===== src/rtl/pipe_ctrl.sv =====
// pipe_ctrl: stall/bubble sequencing for the LC-3 IF/ID/EX/WB pipeline.
// Define PIPE_CTRL_PERF_EN to add saturating stall/bubble cycle counters.
module pipe_ctrl #(
    parameter int REDIR_BUBBLES = 2,
    parameter int TMO_W = 8
) (
    input  logic       clk_i_w,
    input  logic       rst_i_w,
    output logic       imem_req_o_w,
    input  logic       imem_ack_i_w,
    input  logic       dmem_req_i_w,
    input  logic       dmem_ack_i_w,
    input  logic       ld_ex_i_w,
    input  logic [2:0] ex_dr_i_w,
    input  logic [2:0] id_sr1_i_w,
    input  logic [2:0] id_sr2_i_w,
    input  logic [1:0] id_sr_use_i_w,
    input  logic       br_taken_i_w,
    input  logic       halt_i_w,
    input  logic       resume_i_w,
    output logic [3:0] stall_o_w,
    output logic [3:0] bubble_o_w,
    output logic       pc_sel_o_w,
    output logic [2:0] state_o_r,
    output logic       tmo_o_r
`ifdef PIPE_CTRL_PERF_EN
    ,
    output logic [15:0] stall_cnt_o_r,
    output logic [15:0] bubble_cnt_o_r
`endif
);
    typedef enum logic [2:0] {RUN = 3'd0, MEMWAIT = 3'd1, REDIR = 3'd2, HALTED = 3'd3, ERR = 3'd4} state_t;
    localparam logic [TMO_W-1:0] TMO_LAST = {{(TMO_W-1){1'b1}}, 1'b0};
    state_t state;
    logic [TMO_W-1:0] tmo_cnt;
    logic [1:0] rcnt;
    logic lu_done, eval, dwait, mwait, lu_hit, fwait;
    assign state_o_r = state;
    // An acked MEMWAIT cycle is resolved like RUN, so a held branch is taken then.
    assign eval = state == RUN || (state == MEMWAIT && dmem_ack_i_w);
    assign dwait = state == RUN && dmem_req_i_w && !dmem_ack_i_w;
    assign mwait = state == MEMWAIT && !dmem_ack_i_w;
    assign lu_hit = ld_ex_i_w && !lu_done &&
                    ((id_sr_use_i_w[0] && id_sr1_i_w == ex_dr_i_w) ||
                     (id_sr_use_i_w[1] && id_sr2_i_w == ex_dr_i_w));
    assign fwait = state == RUN && !imem_ack_i_w;
    always_comb begin
        stall_o_w = '0;
        bubble_o_w = '0;
        pc_sel_o_w = 1'b0;
        imem_req_o_w = !rst_i_w && (state == RUN || state == REDIR);
        if (rst_i_w) bubble_o_w = 4'b1111;
        else if (dwait || mwait) begin
            stall_o_w = 4'b0111;
            bubble_o_w = 4'b1000;
        end
        else if (eval && br_taken_i_w) begin
            pc_sel_o_w = 1'b1;
            bubble_o_w = 4'b0011;
        end
        else if (eval && halt_i_w) bubble_o_w = 4'b0011;
        else if (eval && lu_hit) begin
            stall_o_w = 4'b0011;
            bubble_o_w = 4'b0100;
        end
        else if (fwait) begin
            stall_o_w = 4'b0001;
            bubble_o_w = 4'b0010;
        end
        else if (state == REDIR) bubble_o_w = 4'b0011;
        else if (state == HALTED) bubble_o_w = 4'b0111;
        else if (state == ERR) bubble_o_w = 4'b1111;
    end
    always_ff @(posedge clk_i_w) begin
        if (rst_i_w) begin
            state <= RUN;
            tmo_cnt <= '0;
            rcnt <= '0;
            lu_done <= 1'b0;
            tmo_o_r <= 1'b0;
        end
        else begin
            // A load-use stall lasts one cycle even if the hazard inputs stay up.
            lu_done <= stall_o_w == 4'b0011;
            if (dwait) begin
                state <= MEMWAIT;
                tmo_cnt <= {{(TMO_W-1){1'b0}}, 1'b1};
            end
            else if (mwait) begin
                tmo_cnt <= tmo_cnt + 1'b1;
                if (tmo_cnt == TMO_LAST) begin
                    state <= ERR;
                    tmo_o_r <= 1'b1;
                end
            end
            else if (eval) begin
                tmo_cnt <= '0;
                state <= br_taken_i_w ? (REDIR_BUBBLES > 1 ? REDIR : RUN) : halt_i_w ? HALTED : RUN;
                if (br_taken_i_w) rcnt <= 2'(REDIR_BUBBLES - 1);
            end
            else if (state == REDIR) begin
                rcnt <= rcnt - 2'd1;
                if (rcnt == 2'd1) state <= RUN;
            end
            else if (state == HALTED && resume_i_w) state <= RUN;
        end
    end
`ifdef PIPE_CTRL_PERF_EN
    always_ff @(posedge clk_i_w) begin
        if (rst_i_w) begin
            stall_cnt_o_r <= '0;
            bubble_cnt_o_r <= '0;
        end
        else begin
            if (|stall_o_w && !(&stall_cnt_o_r)) stall_cnt_o_r <= stall_cnt_o_r + 16'd1;
            if (|bubble_o_w && (state == RUN || state == REDIR || state == MEMWAIT) && !(&bubble_cnt_o_r))
                bubble_cnt_o_r <= bubble_cnt_o_r + 16'd1;
        end
    end
`endif
endmodule


===== config.mk =====
export PLATFORM = sky130hd
export DESIGN_NAME = pipe_ctrl
export DESIGN_NICKNAME = d
export VERILOG_FILES = /design/src/rtl/pipe_ctrl.sv
export SDC_FILE = /design/constraint.sdc
export NUM_CORES = 1
export LEC_CHECK = 0
export ABC_AREA = 0
export CAP_MARGIN = 40
export CORE_UTILIZATION = 30
export CTS_CLUSTER_SIZE = 14
export DETAILED_ROUTE_END_ITERATION = 7
export HOLD_SLACK_MARGIN = 0.02
export PLACE_DENSITY = 0.59
export SLEW_MARGIN = 20
export SYNTH_ARGS = -nofsm -noshare
export SYNTH_HDL_FRONTEND = slang
export SYNTH_SLANG_ARGS = --single-unit

===== constraint.sdc =====
create_clock -name clk_i_w -period 4 [get_ports clk_i_w]
set_input_delay 0.6 -clock clk_i_w [delete_from_list [all_inputs] [get_ports clk_i_w]]
set_output_delay 0.6 -clock clk_i_w [all_outputs]
set_load 0.005 [all_outputs]

==> flow_metrics.tcl <==
set metrics [dict create \
    outcome "completed" \
    grt_use_total_pct 15.5 \
    crit_required_ns 3.40 \
    yosysSeqAreaShare_pct 29.0 \
    cts_setup_buffers 0 \
    syn_area_um2 1040 \
    synthCells 134 \
    overflow 0 \
    clk_pin_slew_worst_paths_ns 0.10 \
    worst_slew_pin_slew_ns 0.569 \
    cts_buffer_depth 2 \
    setup_slack_ns 0.843 \
    synthArstFlopShare_pct 0 \
    setup.worst_path.class "in2out" \
    synthTopCellsByCount "dfxtp_1, nor2_1, a21oi_1, nand2_1, xnor2_1" \
    grt_pass1_wl_mm 4.24 \
    synth_ff_type "dfxtp_1" \
    synth-edff-count 0 \
    cts_tree "built" \
    clock-sinks 15 \
    core_area_um2 3150 \
    drt_first_iter_violations 39 \
    fin_tns_setup_ns 0 \
    hold_viol 0 \
    initial_core_util_pct 32.9 \
    antenna_left 0 \
    cts_max_level 1 \
    power.density_nw_per_um2 266 \
    peakVddDrop_mv 0.232 \
    grt_max_degree 18 \
    setup_viol 0 \
    period_needed_ns 3.16 \
    drc 0 \
    cts-resized-gates 0 \
    synth_cell_types 44 \
    numCtsBuffers 3 \
    hold_class "reg2reg" \
    clk_latency_ns 0.29 \
    p_leak_nw 0.486 \
    rsz0062_at_grt "no" \
    end_kind "output port" \
    syn2layout_area_growth_pct 35.0 \
    critPathLaunchType "primary input" \
    synth.most_common_cell "dfxtp_1" \
    postCtsHoldBufs 0 \
    gp_congestion 0.782 \
    clock_skew_ns 0.000888 \
    maxCapViolCount 0 \
    syn_nets 157 \
    dieArea_um2 3690 \
    cts_root_buf "clkbuf_4" \
    drive_gt1_share_pct 4.94 \
    nets 186 \
    grt_pass1_vias 932 \
    drt-total-wl_mm 2.56 \
    yosysTopAreaCellShare_pct 29.0 \
    crit_fanout 5 \
    num_antenna_cells 0 \
    die_x_um 60.8 \
    numPortBuffers 32 \
    vias 1064 \
    ys_warn_count 0 \
    max_freq_mhz 317 \
    max_slew_margin_pct 61.7 \
    yosys.area.top_type "dfxtp_1" \
    avgSynthCellArea_um2 7.73 \
    wl_per_cell_um 12.4 \
    drv_slew 0 \
    rows 20 \
    hpwl_mm 2.01 \
    ios 34 \
    place_ws_ns 0.836 \
    viasPerCell 5.17 \
    dieHeight_um 60.8 \
    synth.area.top_cells "dfxtp_1, xnor2_1, a21oi_1" \
    drt_pass1_iterations 4 \
    ys_ff_latch 15 \
    fin_crit_sh_pct 78.9 \
    antenna_found_initial 0 \
    cp_data_arrival_time_ns 2.56 \
]
-- metrics by stage --
stage	total power, mW	area [µm²]	utilization (%)	hold slack, ns	cells
6_report	0.373	1400	44.4	0.479	206
5_1_grt	0.395	1400	44.4	0.526	206
4_1_cts	0.377	1400	44.4	0.483	206
3_5_place_dp	0.285	1370	43.5	0.469	202
3_3_place_gp	0.285	1370	43.5	0.467	202
2_1_floorplan	0.231	1040	-	0.449	134
-- worst paths after layout --
kind | startpoint | end | slack, ns | cells after the start
setup / recovery | br_taken_i_w | bubble_o_w[1] | 0.84 | 6
hold reg to reg | rcnt[1]$_SDFFE_PP0P_ | rcnt[1]$_SDFFE_PP0P_ | 0.48 | 2
hold / removal | rcnt[1]$_SDFFE_PP0P_ | rcnt[1]$_SDFFE_PP0P_ | 0.48 | 2
setup reg to reg | state_o_r[1]$_SDFFE_PP0P_ | rcnt[1]$_SDFFE_PP0P_ | 2.12 | 4
-- layer usage --
layer | track usage [%] | vias up | wire length (µm) | part of all wire, %
met2 | 27.0 | 24 | 1220 | 48
met3 | 2.56 | 4 | 123 | 4.8
met4 | 7.14 | 0 | 40 | 1.6
li1 | - | 541 | - | -
met1 | 18.7 | 495 | 1170 | 46
met5 | 0 | - | 0 | 0
-- kinds of logic after synthesis --
kind of cell,after synthesis,synth area share [%]
buffers and inverters,11,4.95
AO/OA/AOI/OAI,30,18.6
adder cells (fa/ha/maj),3,3.62
other,1,0.362
flip-flops,15,29.0
AND/OR/NAND/NOR,63,33.9
multiplexers,2,1.93
XOR/XNOR,9,7.61
-- cell type report --
cell class	count	area [µm²]
flip-flops and latches	15	300
fillers	335	1750
well taps	44	55.1
multi-input cells	108	684
inverters	3	11.3
repair buffers	32	320
clock buffers	3	22.5
clock inverters	1	5.00
-- flip-flops by register name, indices dropped and copies added (netlist names) --
signal	flops
lu_done	1
state_o_r	3
tmo_o_r	1
rcnt	2
tmo_cnt	8
-- worst max-delay path, stage by stage --
cell             delay [ns]
clkdlybuf4s50_1        0.46
or2_2                  0.36
a31oi_1                0.30
o311ai_0               0.18
and3b_1                0.21
clkdlybuf4s50_1        0.43
-- cells in the final DEF, fill, tap and decap left out, types with 2 or more instances in the layout --
cell type	n
or2_2	2
xor2_1	2
nand4_1	4
nor2b_1	4
a21oi_1	11
clkdlybuf4s50_1	32
o21ai_0	5
nor3_1	5
nor4_1	3
or3b_1	2
or2_1	2
ha_1	3
mux2i_1	2
inv_1	3
nand3b_1	2
dfxtp_1	15
and3_1	3
nand2b_1	4
a31oi_1	3
nand2_1	11
clkbuf_4	3
nor2_1	13
xnor2_1	7
-- power by group --
group	internal, mW	switching, mW
Combinational	0.0642	0.0502
Clock	0.0372	0.0544
Sequential	0.155	0.0112
Total	0.257	0.116
(Power assumes the default switching activity.)
